[src/rtl/serializer_pkg.sv]
// Shared definitions for the serial transmit path: FSM encodings and idle line level.
// Latency: n/a (types and constants only).
// Backpressure: n/a.
// Optional feature macro: SERIALIZER_PARITY_EN adds the S_PAR state encoding.
package serializer_pkg;

`ifdef SERIALIZER_PARITY_EN
    typedef enum logic [1:0] {
        S_IDLE  = 2'b00,
        S_SHIFT = 2'b01,
        S_PAR   = 2'b10
    } state_t;
`else
    typedef enum logic [1:0] {
        S_IDLE  = 2'b00,
        S_SHIFT = 2'b01
    } state_t;
`endif

    // Level held on the serial line between words.
    localparam logic IDLE_BIT_DEFAULT = 1'b1;

endpackage

[src/rtl/serializer_skid_buf1.sv]
// One-entry holding buffer with valid/ready on both sides.
// Latency: 1 cycle from accept to out_vld; data is held until popped.
// Backpressure: in_rdy is low while the entry is occupied; new data is refused, never overwritten.
// Ports: clk, reset (async active-low), in_vld/in_rdy/in_dat (write side),
//        out_vld/out_rdy/out_dat (read side).
module skid_buf1 #(
    parameter int WIDTH = 8
) (
    input  logic             clk,
    input  logic             reset,
    input  logic             in_vld,
    output logic             in_rdy,
    input  logic [WIDTH-1:0] in_dat,
    output logic             out_vld,
    input  logic             out_rdy,
    output logic [WIDTH-1:0] out_dat
);

    logic             full;
    logic [WIDTH-1:0] dat;

    assign in_rdy  = !full;
    assign out_vld = full;
    assign out_dat = dat;

    // Write and pop are mutually exclusive: a write needs the slot empty,
    // a pop needs it full.
    always_ff @(posedge clk or negedge reset) begin
        if (!reset) begin
            full <= 1'b0;
            dat  <= '0;
        end else begin
            if (in_vld && in_rdy) begin
                full <= 1'b1;
                dat  <= in_dat;
            end else if (out_vld && out_rdy) begin
                full <= 1'b0;
            end
        end
    end

endmodule

[src/rtl/serializer.sv]
// Parallel-to-serial converter, MSB first, with a one-word holding buffer for gapless streaming.
// Latency: 1 cycle from accept to MSB on x; back-to-back words leave no idle cycle.
// Backpressure: din_ready = !buf_full; a second word is parked while one shifts, a third waits.
// Ports: clk, reset (async active-low), din/din_valid/din_ready (parallel input),
//        x/x_valid (registered serial output), busy (shifter or buffer occupied).
// Optional feature macro: SERIALIZER_PARITY_EN appends one even-parity bit after each LSB.
module serializer
    import serializer_pkg::*;
#(
    parameter int   WIDTH    = 8,
    parameter logic IDLE_BIT = IDLE_BIT_DEFAULT
) (
    input  logic             clk,
    input  logic             reset,
    input  logic [WIDTH-1:0] din,
    input  logic             din_valid,
    output logic             din_ready,
    output logic             x,
    output logic             x_valid,
    output logic             busy
);

    localparam int CW = $clog2(WIDTH + 1);

    state_t           state, state_nxt;
    logic [WIDTH-1:0] shreg;       // bits still to be sent, next one at MSB
    logic [CW-1:0]    cnt;         // bits remaining after the one on x
    logic             word_end;    // x currently shows the final bit of a word
    logic             load;
    logic [WIDTH-1:0] load_dat;
    logic             shift;
    logic             go_idle;
`ifdef SERIALIZER_PARITY_EN
    logic             par;
    logic             par_emit;
`endif

    logic             buf_in_vld;
    logic             buf_full;
    logic [WIDTH-1:0] buf_dat;

    // A word arriving while a word is in flight is parked, except on the
    // final bit with the buffer empty, where it goes straight to the shifter.
    assign buf_in_vld = din_valid && (state != S_IDLE) && !word_end;

    skid_buf1 #(
        .WIDTH (WIDTH)
    ) u_buf (
        .clk     (clk),
        .reset   (reset),
        .in_vld  (buf_in_vld),
        .in_rdy  (din_ready),
        .in_dat  (din),
        .out_vld (buf_full),
        .out_rdy (word_end),
        .out_dat (buf_dat)
    );

`ifdef SERIALIZER_PARITY_EN
    assign word_end = (state == S_PAR);
`else
    assign word_end = (state == S_SHIFT) && (cnt == '0);
`endif

    assign busy = (state != S_IDLE) || buf_full;

    always_ff @(posedge clk or negedge reset) begin
        if (!reset) begin
            state <= S_IDLE;
        end else begin
            state <= state_nxt;
        end
    end

    always_comb begin
        state_nxt = state;
        load      = 1'b0;
        load_dat  = din;
        shift     = 1'b0;
        go_idle   = 1'b0;
`ifdef SERIALIZER_PARITY_EN
        par_emit  = 1'b0;
`endif
        case (state)
            S_IDLE: begin
                if (din_valid && din_ready) begin
                    load      = 1'b1;
                    state_nxt = S_SHIFT;
                end
            end
            S_SHIFT: begin
                if (cnt != '0) begin
                    shift = 1'b1;
                end
`ifdef SERIALIZER_PARITY_EN
                else begin
                    par_emit  = 1'b1;
                    state_nxt = S_PAR;
                end
`endif
            end
            default: ;
        endcase

        // Word boundary: parked word first, then a word offered this cycle
        // (buffer is empty in that branch, so din_valid means accept).
        if (word_end) begin
            if (buf_full) begin
                load      = 1'b1;
                load_dat  = buf_dat;
                state_nxt = S_SHIFT;
            end else if (din_valid) begin
                load      = 1'b1;
                state_nxt = S_SHIFT;
            end else begin
                go_idle   = 1'b1;
                state_nxt = S_IDLE;
            end
        end
    end

    always_ff @(posedge clk or negedge reset) begin
        if (!reset) begin
            shreg   <= '0;
            cnt     <= '0;
            x       <= IDLE_BIT;
            x_valid <= 1'b0;
`ifdef SERIALIZER_PARITY_EN
            par     <= 1'b0;
`endif
        end else begin
            if (load) begin
                // MSB goes straight to x; the shifter keeps the rest.
                x       <= load_dat[WIDTH-1];
                x_valid <= 1'b1;
                shreg   <= load_dat << 1;
                cnt     <= CW'(WIDTH - 1);
`ifdef SERIALIZER_PARITY_EN
                par     <= ^load_dat;
`endif
            end else if (shift) begin
                x     <= shreg[WIDTH-1];
                shreg <= shreg << 1;
                cnt   <= cnt - CW'(1);
            end
`ifdef SERIALIZER_PARITY_EN
            else if (par_emit) begin
                x <= par;
            end
`endif
            else if (go_idle) begin
                x       <= IDLE_BIT;
                x_valid <= 1'b0;
            end
        end
    end

endmodule

[config.mk]
export PLATFORM = sky130hd
export DESIGN_NAME = serializer
export DESIGN_NICKNAME = d
export VERILOG_FILES = /design/src/rtl/serializer_pkg.sv /design/src/rtl/serializer_skid_buf1.sv /design/src/rtl/serializer.sv
export SDC_FILE = /design/constraint.sdc
export NUM_CORES = 1
export LEC_CHECK = 0
export BUFFER_PORTS_ARGS = -buffer_cell sky130_fd_sc_hd__buf_4
export CAP_MARGIN = 40
export CORE_MARGIN = 5
export CORE_UTILIZATION = 55
export CTS_CLUSTER_DIAMETER = 100
export DETAILED_ROUTE_END_ITERATION = 8
export PLACE_DENSITY = 0.77
export SYNTH_ARGS = -nofsm -noshare
export SYNTH_HDL_FRONTEND = slang
export SYNTH_SLANG_ARGS = --single-unit
[constraint.sdc]
create_clock -name clk -period 2 [get_ports clk]
set_input_delay 0.2 -clock clk [delete_from_list [all_inputs] [get_ports clk]]
set_output_delay 0.2 -clock clk [all_outputs]
set_load 0.01 [all_outputs]
# Yosys cells after proc, flatten, opt, wreduce, memory -nomap -nowiden
# Index checks and enable logic that the tools add are counted.
classes:
  n_addsub: 1
  n_eq_ne: 2
  muxes: 29
  reduce_logical: 21
ops:
  columns: ["op", "n"]
  rows:
  - ["8-bit two-way mux", 4]
  - ["1-bit two-way mux", 20]
  - ["2-bit nonzero test", 6]
  - ["4-bit two-way mux", 2]
  - ["1-bit logical AND", 6]
  - ["2-bit two-way mux", 3]
  - ["4-bit zero test", 1]
  - ["2-bit AND reduction", 2]
  - ["4-bit nonzero test", 1]
  - ["4-bit by 1-bit subtractor with 4-bit output (second input constant)", 1]
  - ["3-bit nonzero test", 1]
  - ["2-bit by 1-bit equality test with 1-bit output (second input constant)", 1]
  - ["1-bit zero test", 2]
  - ["2-bit zero test", 1]
  - ["2-bit != test (second input constant)", 1]
  - ["1-bit logical OR", 1]
word_totals:
  regBits: 25
  input_bits: 11
  out_inout_bits: 4
  elab_cells: 60

# Depth between registers and ports, before layout
# Gate-level depths: netlist of run 1.
depth:
  word_depth: 9
  ltp_mapped: 7
  depth_no_buf: 6

# Modules after synthesis
# From an unflattened synthesis of run 1, not the netlist that was laid out.
hier_totals:
  hier_cells: 92
  hier_area_um2: 1193.6
modules_own_cells:
  columns: ["module", "n_inst", "cells_per_inst", "area_per_inst_um2", "seq_area_each_um2"]
  rows:
  - ["serializer", 1, 71, 819.5, 351.6]
  - ["skid_buf1", 1, 21, 374.1, 225.2]

# Least setup slack after synthesis of run 1
# OpenSTA, ideal clock, no wires.
synth_timing:
  path_kind: "flip-flop to flip-flop"
  start: "reg cnt[0]"
  end: "reg u_buf.dat[0] (netlist: u_buf.out_dat[0])"
  setup_time_ns: 0.125
  t_arrival_ns: 1.610
  t_required_ns: 1.875
  setup_slack_ns: 0.265
  path_stages_with_launch: 7
  n_path_buf: 0
  synth_period_minus_slack_ns: 1.735
  path_cell_list: "dfrtp_1 > inv_1 > ha_1 > or3b_4 > and2_4 > nand2_4 > mux2_2"
synth_between:
  elab_chain_cells: 5
synth_lines:
  columns: ["element", "line", "rtl"]
  rows:
  - ["start: declaration", "serializer.sv:27", "logic [CW-1:0] cnt;"]
  - ["start signal: assignment", "serializer.sv:137", "cnt <= CW'(WIDTH - 1);"]
  - ["start signal: assignment", "serializer.sv:144", "cnt <= cnt - CW'(1);"]
  - ["4-bit zero test", "serializer.sv:62", "assign word_end = (state == S_SHIFT) && (cnt == '0);"]
  - ["1-bit logical AND", "serializer.sv:62", null]
  - ["1-bit zero test", "serializer.sv:44", "assign buf_in_vld = din_valid && (state != S_IDLE) && !word_end;"]
  - ["1-bit logical AND", "serializer.sv:44", null]
  - ["1-bit logical AND", "serializer_skid_buf1.sv:33", "if (in_vld && in_rdy) begin"]
  - ["end signal: assignment", "serializer_skid_buf1.sv:35", "dat <= in_dat;"]
  - ["end: declaration", "serializer_skid_buf1.sv:20", "logic [WIDTH-1:0] dat;"]
# No other way between the ends.
# A chain may end at the register's enable or synchronous reset.

# Worst setup path after layout of run 1
layout_timing:
  start: "reg cnt[0]"
  end: "reg u_buf.dat[7] (netlist: u_buf.out_dat[7])"
# Same word-level chain as after synthesis.

==> load_flow_metrics.sql, run 1 <==
INSERT INTO impl_metrics (metric_group, metric, value, unit) VALUES
('run_status', 'outcome', 'completed', ''),
('detailed_routing', 'drc', '0', ''),
('worst_setup_path', 'reg2reg_depth', '6', ''),
('die', 'core-area', '1982', 'µm²'),
('logic_synthesis', 'synth-warning-count', '0', ''),
('placement', 'place_hpwl', '1414', 'µm'),
('detailed_routing', 'totalWireLength', '1980', 'µm'),
('timing', 'maxSlewHeadroom', '68.79', '%'),
('placement', 'placement.setup.worst_slack', '74.59', 'ps'),
('flow_run', 'timing.max_cap.violations', '0', ''),
('worst_setup_path', 'worstSetupPathType', 'reg2reg', ''),
('finish', 'layout.area.seq', '576.8', 'µm²'),
('timing', 'rsz0062_at_grt', 'no', ''),
('timing', 'worst_slew_pin_slew', '467.2', 'ps'),
('logic_synthesis', 'synthDominantCellAreaShare', '48.09', '%'),
('grt', 'groute.usage.overall', '13.92', '%'),
('die', 'floorplan.io_pins', '15', ''),
('grt', 'grt_pass1_vias', '775', ''),
('power', 'static_leakage', '0.6451', 'nW'),
('die', 'die_height', '55.63', 'µm'),
('worst_setup_path', 'worst-path-max-fanout', '11', ''),
('logic_synthesis', 'synth_area', '1145', 'µm²'),
('die', 'core.rowCount', '16', ''),
('grt', 'pin_count_of_the_biggest_net_entering_global_routing', '24', ''),
('logic_synthesis', 'number_of_enable_flip_flop_cells_after_synthesis', '0', ''),
('cts', 'clkLatencyLatePin', '310', 'ps'),
('detailed_routing', 'drtAntennaViolNets', '0', ''),
('logic_synthesis', 'synth_area_leader_cell', 'sky130_fd_sc_hd__dfrtp_1', ''),
('finish', 'n_antenna_cell', '0', ''),
('placement', 'gp_congestion', '0.6835', ''),
('timing', 'worst_clock_skew', '1.786', 'ps'),
('die', 'die_w', '55.63', 'µm'),
('worst_setup_path', 'endpoint_kind_of_the_worst_setup_timing_path', 'flop', ''),
('logic_synthesis', 'synth_nets', '106', ''),
('timing', 'final.setup.tns', '0', 'ps'),
('cts', 'cts_tree', 'yes', ''),
('cts', 'clk_buf_depth', '2', ''),
('power', 'power', '0.001670', 'W'),
('die', 'start_util', '57.77', '%'),
('worst_setup_path', 'cp-start-kind', 'flop', ''),
('cts', 'clock_sinks', '23', ''),
('finish', 'multi_input_comb_area', '529.3', 'µm²'),
('logic_synthesis', 'netlist_instances', '94', ''),
('detailed_routing', 'drt_pre_antenna_iters', '3', ''),
('timing', 'report.final.slew_viol_count', '0', ''),
('power', 'power.density', '1276', 'nW/µm²'),
('timing', 'timing.final.crit_period', '1910', 'ps'),
('timing', 'setup_viol_count_final', '0', ''),
('cts', 'cts-root-buf', 'sky130_fd_sc_hd__clkbuf_4', ''),
('worst_hold_path', 'hold-path-cell-count', '2', ''),
('finish', 'finish.net_count', '124', ''),
('worst_setup_path', 'worst-endpoint-required', '2210', 'ps'),
('grt', 'grt-ovfl-total', '0', ''),
('worst_setup_path', 'critPathArrivalTime', '2120', 'ps'),
('logic_synthesis', 'asyncSetResetFlopFracSynth', '100.0', '%'),
('timing', 'max_clock_freq', '523.6', 'MHz'),
('logic_synthesis', 'synth_cell_types', '31', ''),
('die', 'total_die_area', '3094', 'µm²'),
('cts', 'path_clk_slew', '120', 'ps'),
('timing', 'hold_violations', '0', ''),
('logic_synthesis', 'synth_top_cells_by_count', 'sky130_fd_sc_hd__dfrtp_1, sky130_fd_sc_hd__mux2i_1, sky130_fd_sc_hd__mux2_2', ''),
('cts', 'cts_made_buffers', '3', ''),
('logic_synthesis', 'seq_area_frac_synth', '50.38', '%'),
('detailed_routing', 'drtIter0Drc', '6', ''),
('grt', 'grt_first_pass_wirelength', '3491', 'µm'),
('logic_synthesis', 'syn_avg_cell_area', '12.18', 'µm²'),
('detailed_routing', 'avgViaCountPerCell', '5.341', ''),
('power', 'worst_supply_voltage_drop_on_vdd', '730.1', 'µV'),
('finish', 'fillers', '159', ''),
('finish', 'flow.area_growth_from_synthesis', '14.32', '%'),
('logic_synthesis', 'netlist_top_cells_area', 'sky130_fd_sc_hd__dfrtp_1, sky130_fd_sc_hd__mux2i_1, sky130_fd_sc_hd__mux2_2', ''),
('worst_hold_path', 'min_path_type', 'in2reg', ''),
('timing', 'setup_slack', '90.21', 'ps'),
('placement', 'port_buffers', '14', ''),
('logic_synthesis', 'ys_dominant_reg_cell', 'sky130_fd_sc_hd__dfrtp_1', ''),
('detailed_routing', 'routed_wire_length_per_instance', '14.35', 'µm'),
('logic_synthesis', 'synth.ff_latch_count', '23', ''),
('cts', 'htreeDepth', '1', ''),
('detailed_routing', 'vias', '737', ''),
('finish', 'ratio_of_cells_with_drive_above_1_in_the_final_layout', '41.44', '%'),
('grt', 'antenna_found_initial', '0', ''),
('timing', 'period_share', '95.49', '%'),
('logic_synthesis', 'yosys.cell_count.top_type', 'sky130_fd_sc_hd__dfrtp_1', '');
-- report_power, final --
part	total (W)	switching, W	internal, W	leakage, nW
clock	0.000215	0.000140	0.0000748	0.0177
combinational	0.000661	0.000304	0.000356	0.350
sequential	0.000795	0.000125	0.000670	0.277
-- cell families after synthesis --
| family | share of synthesized area (%) |
|---|---|
| AO/OA/AOI/OAI | 14.43 |
| XOR/XNOR | 0.7652 |
| adder cells (fa/ha/maj) | 1.093 |
| buffers and inverters | 4.371 |
| flip-flops | 50.38 |
| multiplexers | 15.74 |
| AND/OR/NAND/NOR | 13.22 |
-- final cells by class --
cell class | instances | area share [%]
Clock buffer | 3 | 1.721
Clock inverter | 1 | 0.3824
Multi-Input combinational cell | 63 | 40.44
Inverter | 5 | 1.434
Sequential cell | 23 | 44.07
Timing Repair Buffer | 16 | 9.369
Tap cell | 27 | 2.581
-- worst paths after layout --
kind	start	endpoint	slack, ps
max	cnt[0]	u_buf.out_dat[7]	90
min	din[4]	u_buf.out_dat[4]	120
max reg2reg	cnt[0]	u_buf.out_dat[7]	90
min reg2reg	shreg[5]	shreg[6]	510
max in group asynchronous	reset	x	1420
min in group asynchronous	reset	shreg[2]	290
-- stage by stage --
stage / hold slack (ps) / std cells / instance area (µm²) / utilization, %
floorplan: -95.59 / 94 / 1145 / -
global placement: 109.4 / 132 / 1252 / 63.19
detailed placement: 111.2 / 132 / 1252 / 63.19
CTS: 106.7 / 137 / 1290 / 65.09
global route: 104.7 / 138 / 1309 / 66.04
finish: 119.5 / 138 / 1309 / 66.04
-- metal layers --
| metal | up-vias | part of all wire [%] | GRT usage, % |
|---|---|---|---|
| li1 | 374 | - | - |
| met1 | 352 | 46 | 18.38 |
| met2 | 9 | 50 | 23.31 |
| met3 | 2 | 2.8 | 2.320 |
| met4 | 0 | 1.1 | 4.167 |
| met5 | - | 0 | 0 |
-- flip-flops by register name, summed over array words and instances (netlist names) --
| register | cells |
|---|---|
| state | 1 |
| shreg | 7 |
| x | 1 |
| x_valid | 1 |
| u_buf.out_dat | 8 |
| u_buf.out_vld | 1 |
| cnt | 4 |
-- what timing repair did --
item,CTS,global route
hold buffers,1,0
setup endpoints to repair,0,8
resized for setup,0,2
setup buffers,0,1
endpoints found under the hold margin,22,0
-- worst max-delay path, cell delays in order (launching register included) --
cell                      delay [ps]
sky130_fd_sc_hd__dfrtp_1         430
sky130_fd_sc_hd__inv_1            80
sky130_fd_sc_hd__ha_2            190
sky130_fd_sc_hd__or3b_4          420
sky130_fd_sc_hd__and2_4          240
sky130_fd_sc_hd__nand2_8         100
sky130_fd_sc_hd__mux2_2          340
-- layout by cell type (no fill, tap or decap), types with 2 or more instances in the layout --
cell type | netlist | routed
sky130_fd_sc_hd__a21oi_1 | 4 | 4
sky130_fd_sc_hd__buf_4 | 0 | 15
sky130_fd_sc_hd__clkbuf_4 | 0 | 3
sky130_fd_sc_hd__dfrtp_1 | 22 | 22
sky130_fd_sc_hd__inv_1 | 5 | 5
sky130_fd_sc_hd__mux2_2 | 8 | 8
sky130_fd_sc_hd__mux2i_1 | 9 | 9
sky130_fd_sc_hd__nand2_1 | 6 | 6
sky130_fd_sc_hd__nand3_1 | 7 | 7
sky130_fd_sc_hd__nor2_1 | 5 | 5
sky130_fd_sc_hd__o211ai_2 | 4 | 4
sky130_fd_sc_hd__o21ai_0 | 2 | 2
sky130_fd_sc_hd__o221ai_2 | 2 | 2
No activity file was read; power rests on OpenSTA's default activity.
==> run 2: changes to the inputs <==
--- a/config.mk
+++ b/config.mk
@@ -5,13 +5,13 @@
 export SDC_FILE = /design/constraint.sdc
 export NUM_CORES = 1
 export LEC_CHECK = 0
-export BUFFER_PORTS_ARGS = -buffer_cell sky130_fd_sc_hd__buf_4
 export CAP_MARGIN = 40
 export CORE_MARGIN = 5
 export CORE_UTILIZATION = 55
 export CTS_CLUSTER_DIAMETER = 100
 export DETAILED_ROUTE_END_ITERATION = 8
-export PLACE_DENSITY = 0.77
+export DONT_BUFFER_PORTS = 1
+export PLACE_DENSITY = 0.7
 export SYNTH_ARGS = -nofsm -noshare
 export SYNTH_HDL_FRONTEND = slang
 export SYNTH_SLANG_ARGS = --single-unit
==> load_flow_metrics.sql, run 2 (synthesis results as in run 1) <==
INSERT INTO impl_metrics (metric_group, metric, value, unit) VALUES
('die', 'total_die_area', '3094', 'µm²'),
('die', 'core.rowCount', '16', ''),
('finish', 'flip_flop_count_of_the_largest_register_after_layout', '8', ''),
('finish', 'multi_input_comb_area', '518.0', 'µm²'),
('timing', 'max_clock_freq', '528.3', 'MHz'),
('placement', 'port_buffers', '0', ''),
('grt', 'pin_count_of_the_biggest_net_entering_global_routing', '24', ''),
('die', 'start_util', '57.77', '%'),
('cts', 'path_clk_slew', '130', 'ps'),
('power', 'static_leakage', '0.5858', 'nW'),
('detailed_routing', 'vias', '699', ''),
('timing', 'final.setup.tns', '0', 'ps'),
('timing', 'timing.final.crit_period', '1893', 'ps'),
('worst_setup_path', 'reg2reg_depth', '6', ''),
('timing', 'rsz0062_at_grt', 'no', ''),
('detailed_routing', 'drt_pre_antenna_iters', '3', ''),
('finish', 'n_antenna_cell', '0', ''),
('cts', 'cts_tree', 'yes', ''),
('worst_hold_path', 'holdPathEnd', 'u_buf.out_dat[7]', ''),
('worst_setup_path', 'critPathArrivalTime', '2090', 'ps'),
('finish', 'layout.area.seq', '576.8', 'µm²'),
('power', 'comb_power_share', '36.4', '%'),
('cts', 'cts-root-buf', 'sky130_fd_sc_hd__clkbuf_4', ''),
('finish', 'flow.area_growth_from_synthesis', '5.465', '%'),
('cts', 'clk_buf_depth', '2', ''),
('worst_setup_path', 'timing.rr.end', 'u_buf.out_dat[2]', ''),
('power', 'power.density', '1320', 'nW/µm²'),
('power', 'total_switching_power', '0.0005422', 'W'),
('timing', 'worst_slew_pin_slew', '479.6', 'ps'),
('timing', 'setup_slack', '107.2', 'ps'),
('finish', 'design_area', '1207', 'µm²'),
('placement', 'postPlaceCellArea', '1147', 'µm²'),
('worst_setup_path', 'reg2reg_from', 'cnt[1]', ''),
('grt', 'grt-ovfl-total', '0', ''),
('timing', 'worst_clock_skew', '13.35', 'ps'),
('flow_run', 'timing.max_cap.violations', '0', ''),
('finish', 'final_common_cell', 'sky130_fd_sc_hd__dfrtp_1', ''),
('die', 'die_w', '55.63', 'µm'),
('worst_hold_path', 'holdCritStartpoint', 'din[7]', ''),
('worst_hold_path', 'min_path_type', 'in2reg', ''),
('grt', 'antenna_found_initial', '0', ''),
('die', 'floorplan.io_pins', '15', ''),
('worst_setup_path', 'worst-path-max-fanout', '11', ''),
('placement', 'place_hpwl', '1287', 'µm'),
('detailed_routing', 'avgViaCountPerCell', '5.592', ''),
('cts', 'htreeDepth', '1', ''),
('power', 'power', '0.001594', 'W'),
('timing', 'hold_violations', '0', ''),
('detailed_routing', 'drc', '0', ''),
('power', 'seqPwrFrac', '50.3', '%'),
('cts', 'cts_made_buffers', '3', ''),
('timing', 'maxSlewHeadroom', '67.92', '%'),
('timing', 'period_share', '94.64', '%'),
('power', 'netSwitchingFraction', '34.03', '%'),
('finish', 'finalCoreUtilization', '60.92', '%'),
('power', 'worst_supply_voltage_drop_on_vdd', '722.5', 'µV'),
('worst_setup_path', 'endpoint_kind_of_the_worst_setup_timing_path', 'flop', ''),
('cts', 'clkLatencyLatePin', '310', 'ps'),
('placement', 'gp_congestion', '0.6714', ''),
('grt', 'groute.usage.overall', '13.64', '%'),
('die', 'die_height', '55.63', 'µm'),
('run_status', 'outcome', 'completed', ''),
('detailed_routing', 'drtAntennaViolNets', '0', ''),
('finish', 'finish.net_count', '111', ''),
('grt', 'grt_first_pass_wirelength', '3477', 'µm'),
('finish', 'fillers', '165', ''),
('power', 'internal_portion_of_total_power', '0.001051', 'W'),
('detailed_routing', 'routed_wire_length_per_instance', '14.86', 'µm'),
('worst_setup_path', 'worst-endpoint-required', '2200', 'ps'),
('cts', 'clock_sinks', '23', ''),
('grt', 'grt_pass1_vias', '756', ''),
('worst_setup_path', 'r2r_setup_slack', '110', 'ps'),
('detailed_routing', 'drtIter0Drc', '8', ''),
('cts', 'cts_resized', '0', ''),
('worst_setup_path', 'worstSetupPathType', 'reg2reg', ''),
('timing', 'setup_viol_count_final', '0', ''),
('worst_setup_path', 'cp-start-kind', 'flop', ''),
('power', 'clock_power_share', '13.3', '%'),
('die', 'core-area', '1982', 'µm²'),
('detailed_routing', 'totalWireLength', '1858', 'µm'),
('worst_hold_path', 'hold-path-cell-count', '1', ''),
('finish', 'ratio_of_cells_with_drive_above_1_in_the_final_layout', '32.65', '%'),
('placement', 'placement.setup.worst_slack', '118.6', 'ps'),
('finish', 'final_cell_mix', 'sky130_fd_sc_hd__dfrtp_1, sky130_fd_sc_hd__mux2i_1, sky130_fd_sc_hd__mux2_2, sky130_fd_sc_hd__nand3_1, sky130_fd_sc_hd__nand2_1', ''),
('timing', 'report.final.slew_viol_count', '0', '');
run 2: critical path, cell delays in order (launching register included):
cell	delay (ps)
sky130_fd_sc_hd__dfrtp_1	420
sky130_fd_sc_hd__inv_1	70
sky130_fd_sc_hd__ha_1	180
sky130_fd_sc_hd__or3b_4	420
sky130_fd_sc_hd__and2_4	230
sky130_fd_sc_hd__nand2_4	130
sky130_fd_sc_hd__mux2_2	350
run 2: worst max path at each step:
| stage | endpoint | cells past startpoint | slack [ps] | startpoint |
|---|---|---|---|---|
| after global routing | u_buf.out_dat[0] | 6 | 10 | cnt[1] |
| after floorplan | u_buf.out_dat[0] | 6 | 270 | cnt[0] |
| after detailed placement | u_buf.out_dat[6] | 6 | 120 | cnt[0] |
| after CTS | u_buf.out_dat[2] | 6 | 100 | cnt[0] |
| final | u_buf.out_dat[2] | 6 | 110 | cnt[1] |
| after global placement | u_buf.out_dat[2] | 6 | 150 | cnt[0] |
run 2: layout make-up:
| cell class | count | area share (%) |
|---|---|---|
| flip-flops and latches | 23 | 47.77 |
| multi-input cells | 63 | 42.90 |
| well taps | 27 | 2.798 |
| repair buffers | 3 | 2.694 |
| clock buffers | 3 | 1.865 |
| inverters | 5 | 1.554 |
| clock inverters | 1 | 0.4145 |
run 2: routing by layer:
metal	vias up	track usage, %	routed length [µm]	share of wire [%]
li1	345	-	-	-
met1	344	19.00	860	46
met2	8	21.62	922	50
met3	2	2.320	62	3.3
met4	0	4.167	12	0.65
met5	-	0	0	0
run 2: power groups by stage:
| stage | clock network (W) | logic [W] | registers (W) |
|---|---|---|---|
| 4_1_cts | 0.000219 | 0.000568 | 0.000804 |
| 6_report | 0.000212 | 0.000580 | 0.000801 |
| 5_1_grt | 0.000236 | 0.000661 | 0.000832 |
| 3_5_place_dp | 0 | 0.000557 | 0.000814 |
| 2_1_floorplan | 0 | 0.000513 | 0.000781 |
| 3_3_place_gp | 0 | 0.000542 | 0.000807 |
run 2: repair_timing:
| action | CTS | global route |
|---|---|---|
| endpoints found under the setup margin | 0 | 3 |
| hold endpoints to repair | 23 | 0 |
| hold buffers | 1 | 0 |
| setup buffers | 0 | 1 |
run 2: through the flow:
stage | instances | hold WS [ps]
after global routing | 125 | 12.66
after detailed placement | 118 | -94.76
after global placement | 118 | -94.87
final | 125 | 26.75
after floorplan | 94 | -95.59
after CTS | 123 | 20.36
==> run 3: changes to the inputs <==
--- a/config.mk
+++ b/config.mk
@@ -7,11 +7,11 @@
 export LEC_CHECK = 0
 export CAP_MARGIN = 40
 export CORE_MARGIN = 5
-export CORE_UTILIZATION = 55
+export CORE_UTILIZATION = 60
 export CTS_CLUSTER_DIAMETER = 100
 export DETAILED_ROUTE_END_ITERATION = 8
 export DONT_BUFFER_PORTS = 1
-export PLACE_DENSITY = 0.7
+export PLACE_DENSITY = 0.76
 export SYNTH_ARGS = -nofsm -noshare
 export SYNTH_HDL_FRONTEND = slang
 export SYNTH_SLANG_ARGS = --single-unit
==> load_flow_metrics.sql, run 3 (synthesis results as in run 1) <==
INSERT INTO impl_metrics (metric_group, metric, value, unit) VALUES
('power', 'total_switching_power', '0.0005477', 'W'),
('finish', 'finalNonFillerCells', '123', ''),
('cts', 'cts_made_buffers', '3', ''),
('timing', 'timing.final.crit_period', '1917', 'ps'),
('worst_setup_path', 'reg2reg_depth', '6', ''),
('run_status', 'outcome', 'completed', ''),
('grt', 'grt-ovfl-total', '0', ''),
('grt', 'pin_count_of_the_biggest_net_entering_global_routing', '24', ''),
('grt', 'groute.usage.overall', '15.41', '%'),
('power', 'worst_supply_voltage_drop_on_vdd', '723.2', 'µV'),
('power', 'internal_portion_of_total_power', '0.001051', 'W'),
('timing', 'rsz0062_at_grt', 'no', ''),
('die', 'total_die_area', '2882', 'µm²'),
('die', 'start_util', '64.89', '%'),
('cts', 'cts-root-buf', 'sky130_fd_sc_hd__clkbuf_4', ''),
('cts', 'path_clk_slew', '130', 'ps'),
('finish', 'flow.area_growth_from_synthesis', '6.994', '%'),
('finish', 'design_area', '1225', 'µm²'),
('cts', 'clkLatencyLatePin', '310', 'ps'),
('power', 'seqPwrFrac', '50.4', '%'),
('cts', 'clk_buf_depth', '2', ''),
('grt', 'grt_pass1_vias', '728', ''),
('worst_setup_path', 'worst-path-max-fanout', '11', ''),
('detailed_routing', 'routed-wl-met2', '905', 'µm'),
('timing', 'setup_viol_count_final', '0', ''),
('detailed_routing', 'routed-wl-met3', '81', 'µm'),
('finish', 'ratio_of_cells_with_drive_above_1_in_the_final_layout', '31.63', '%'),
('worst_setup_path', 'slowest_cell_on_the_critical_path', 'sky130_fd_sc_hd__dfrtp_1', ''),
('cts', 'cts_tree', 'yes', ''),
('detailed_routing', 'totalWireLength', '1869', 'µm'),
('detailed_routing', 'vias', '715', ''),
('detailed_routing', 'highest_metal_layer_with_signal_wires', 'met4', ''),
('detailed_routing', 'drtAntennaViolNets', '0', ''),
('timing', 'final.setup.tns', '0', 'ps'),
('detailed_routing', 'avgViaCountPerCell', '5.813', ''),
('detailed_routing', 'drtIter0Drc', '12', ''),
('timing', 'period_share', '95.85', '%'),
('power', 'power.density', '1305', 'nW/µm²'),
('worst_setup_path', 'timing.critical_path.from', 'cnt[0]', ''),
('placement', 'port_buffers', '0', ''),
('finish', 'final_cell_mix', 'sky130_fd_sc_hd__dfrtp_1, sky130_fd_sc_hd__mux2i_1, sky130_fd_sc_hd__mux2_2, sky130_fd_sc_hd__nand3_1, sky130_fd_sc_hd__nand2_1', ''),
('cts', 'clock_sinks', '23', ''),
('worst_setup_path', 'worst-endpoint-required', '2190', 'ps'),
('worst_setup_path', 'reg2reg_from', 'cnt[0]', ''),
('worst_setup_path', 'critPathArrivalTime', '2110', 'ps'),
('detailed_routing', 'routed_wire_length_per_instance', '15.20', 'µm'),
('timing', 'worst_slew_pin_slew', '486.3', 'ps'),
('timing', 'report.final.slew_viol_count', '0', ''),
('worst_setup_path', 'cp_slowest_stage_delay', '440', 'ps'),
('die', 'floorplan.io_pins', '15', ''),
('die', 'core-area', '1764', 'µm²'),
('worst_setup_path', 'worstSetupPathType', 'reg2reg', ''),
('placement', 'gp_congestion', '0.7294', ''),
('finish', 'finish.net_count', '111', ''),
('timing', 'max_clock_freq', '521.7', 'MHz'),
('power', 'clock_power_share', '13.2', '%'),
('worst_hold_path', 'min_path_type', 'in2reg', ''),
('die', 'die_w', '53.68', 'µm'),
('placement', 'place_hpwl', '1318', 'µm'),
('timing', 'maxSlewHeadroom', '67.51', '%'),
('worst_setup_path', 'timing.rr.end', 'u_buf.out_dat[7]', ''),
('finish', 'n_antenna_cell', '0', ''),
('power', 'comb_power_share', '36.3', '%'),
('timing', 'worst_clock_skew', '18.08', 'ps'),
('die', 'die_height', '53.68', 'µm'),
('power', 'static_leakage', '0.5887', 'nW'),
('cts', 'htreeDepth', '1', ''),
('finish', 'final_common_cell', 'sky130_fd_sc_hd__dfrtp_1', ''),
('worst_setup_path', 'endpoint_kind_of_the_worst_setup_timing_path', 'flop', ''),
('placement', 'placement.setup.worst_slack', '105.7', 'ps'),
('cts', 'post_cts_buffers', '0', ''),
('worst_setup_path', 'r2r_setup_slack', '80', 'ps'),
('worst_setup_path', 'path_cells', 'inv_1 > ha_1 > or3b_4 > and2_4 > nand2_8 > mux2_2', ''),
('placement', 'postPlaceCellArea', '1152', 'µm²'),
('finish', 'flip_flop_count_of_the_largest_register_after_layout', '8', ''),
('flow_run', 'timing.max_cap.violations', '0', ''),
('grt', 'antenna_found_initial', '0', ''),
('timing', 'hold_violations', '0', ''),
('placement', 'post-place-cells', '117', ''),
('detailed_routing', 'drt_pre_antenna_iters', '4', ''),
('die', 'core.rowCount', '15', ''),
('timing', 'timing.hold.ws', '28.25', 'ps'),
('grt', 'grt_first_pass_wirelength', '3229', 'µm'),
('detailed_routing', 'drc', '0', ''),
('detailed_routing', 'route.layer.met1.wl', '868', 'µm'),
('timing', 'setup_slack', '83.02', 'ps'),
('worst_setup_path', 'cp-start-kind', 'flop', ''),
('power', 'netSwitchingFraction', '34.25', '%'),
('worst_setup_path', 'endpoint', 'u_buf.out_dat[7]', '');
run 3: changes by cell type in the layout (fill, tap and decap cells not counted):
cell                       change
sky130_fd_sc_hd__buf_16        +1
sky130_fd_sc_hd__nand2_4       -1
sky130_fd_sc_hd__buf_8         -1
sky130_fd_sc_hd__nand2_8       +1
sky130_fd_sc_hd__clkinv_2      -1
sky130_fd_sc_hd__clkbuf_1      +1
run 3: worst min path at each step:
stage	cells past startpoint	end	startpoint
floorplan	0	cnt[0]	reset
global placement	0	u_buf.out_dat[0]	reset
detailed placement	0	u_buf.out_dat[0]	reset
CTS	1	u_buf.out_dat[2]	din[2]
global route	1	u_buf.out_dat[1]	din[1]
finish	1	u_buf.out_dat[1]	din[1]
run 3: cell type report:
type	instances	area [µm²]
timing repair buffer	3	45.04
clock buffer	4	26.28
fill	142	539.3
tap	25	31.28
sequential	23	576.8
multi-input combinational	63	526.8
inverter	5	18.77
run 3: what timing repair did:
action | CTS | global route
setup endpoints to repair | 0 | 6
hold buffers | 1 | 0
endpoints found under the hold margin | 23 | 0
gates resized for setup | 0 | 1
run 3: power groups by stage:
| stage | Clock [W] | Sequential (W) | Combinational (W) |
|---|---|---|---|
| floorplan | 0 | 0.000781 | 0.000513 |
| CTS | 0.000218 | 0.000805 | 0.000572 |
| global placement | 0 | 0.000806 | 0.000542 |
| finish | 0.000212 | 0.000807 | 0.000581 |
| detailed placement | 0 | 0.000815 | 0.000561 |
| global route | 0.000237 | 0.000833 | 0.000648 |
run 3: per-stage QoR:
step / util [%] / total power [W]
floorplan: - / 0.001294
global placement: 65.32 / 0.001348
detailed placement: 65.32 / 0.001376
CTS: 67.38 / 0.001595
global route: 69.43 / 0.001718
finish: 69.43 / 0.001599
run 3: routing by layer:
layer,GRT usage (%),vias up
met3,3.601,2
met1,19.40,351
met2,25.81,16
met4,5.106,0
li1,-,346
met5,0,-
run 3: worst max-delay path: cells and delay by family (launching register included):
kind	cells	cell delay, ps
adders and majority gates	1	190
buffers and inverters	1	70
DFF	1	440
muxes	1	330
and+or+nand+nor	3	760
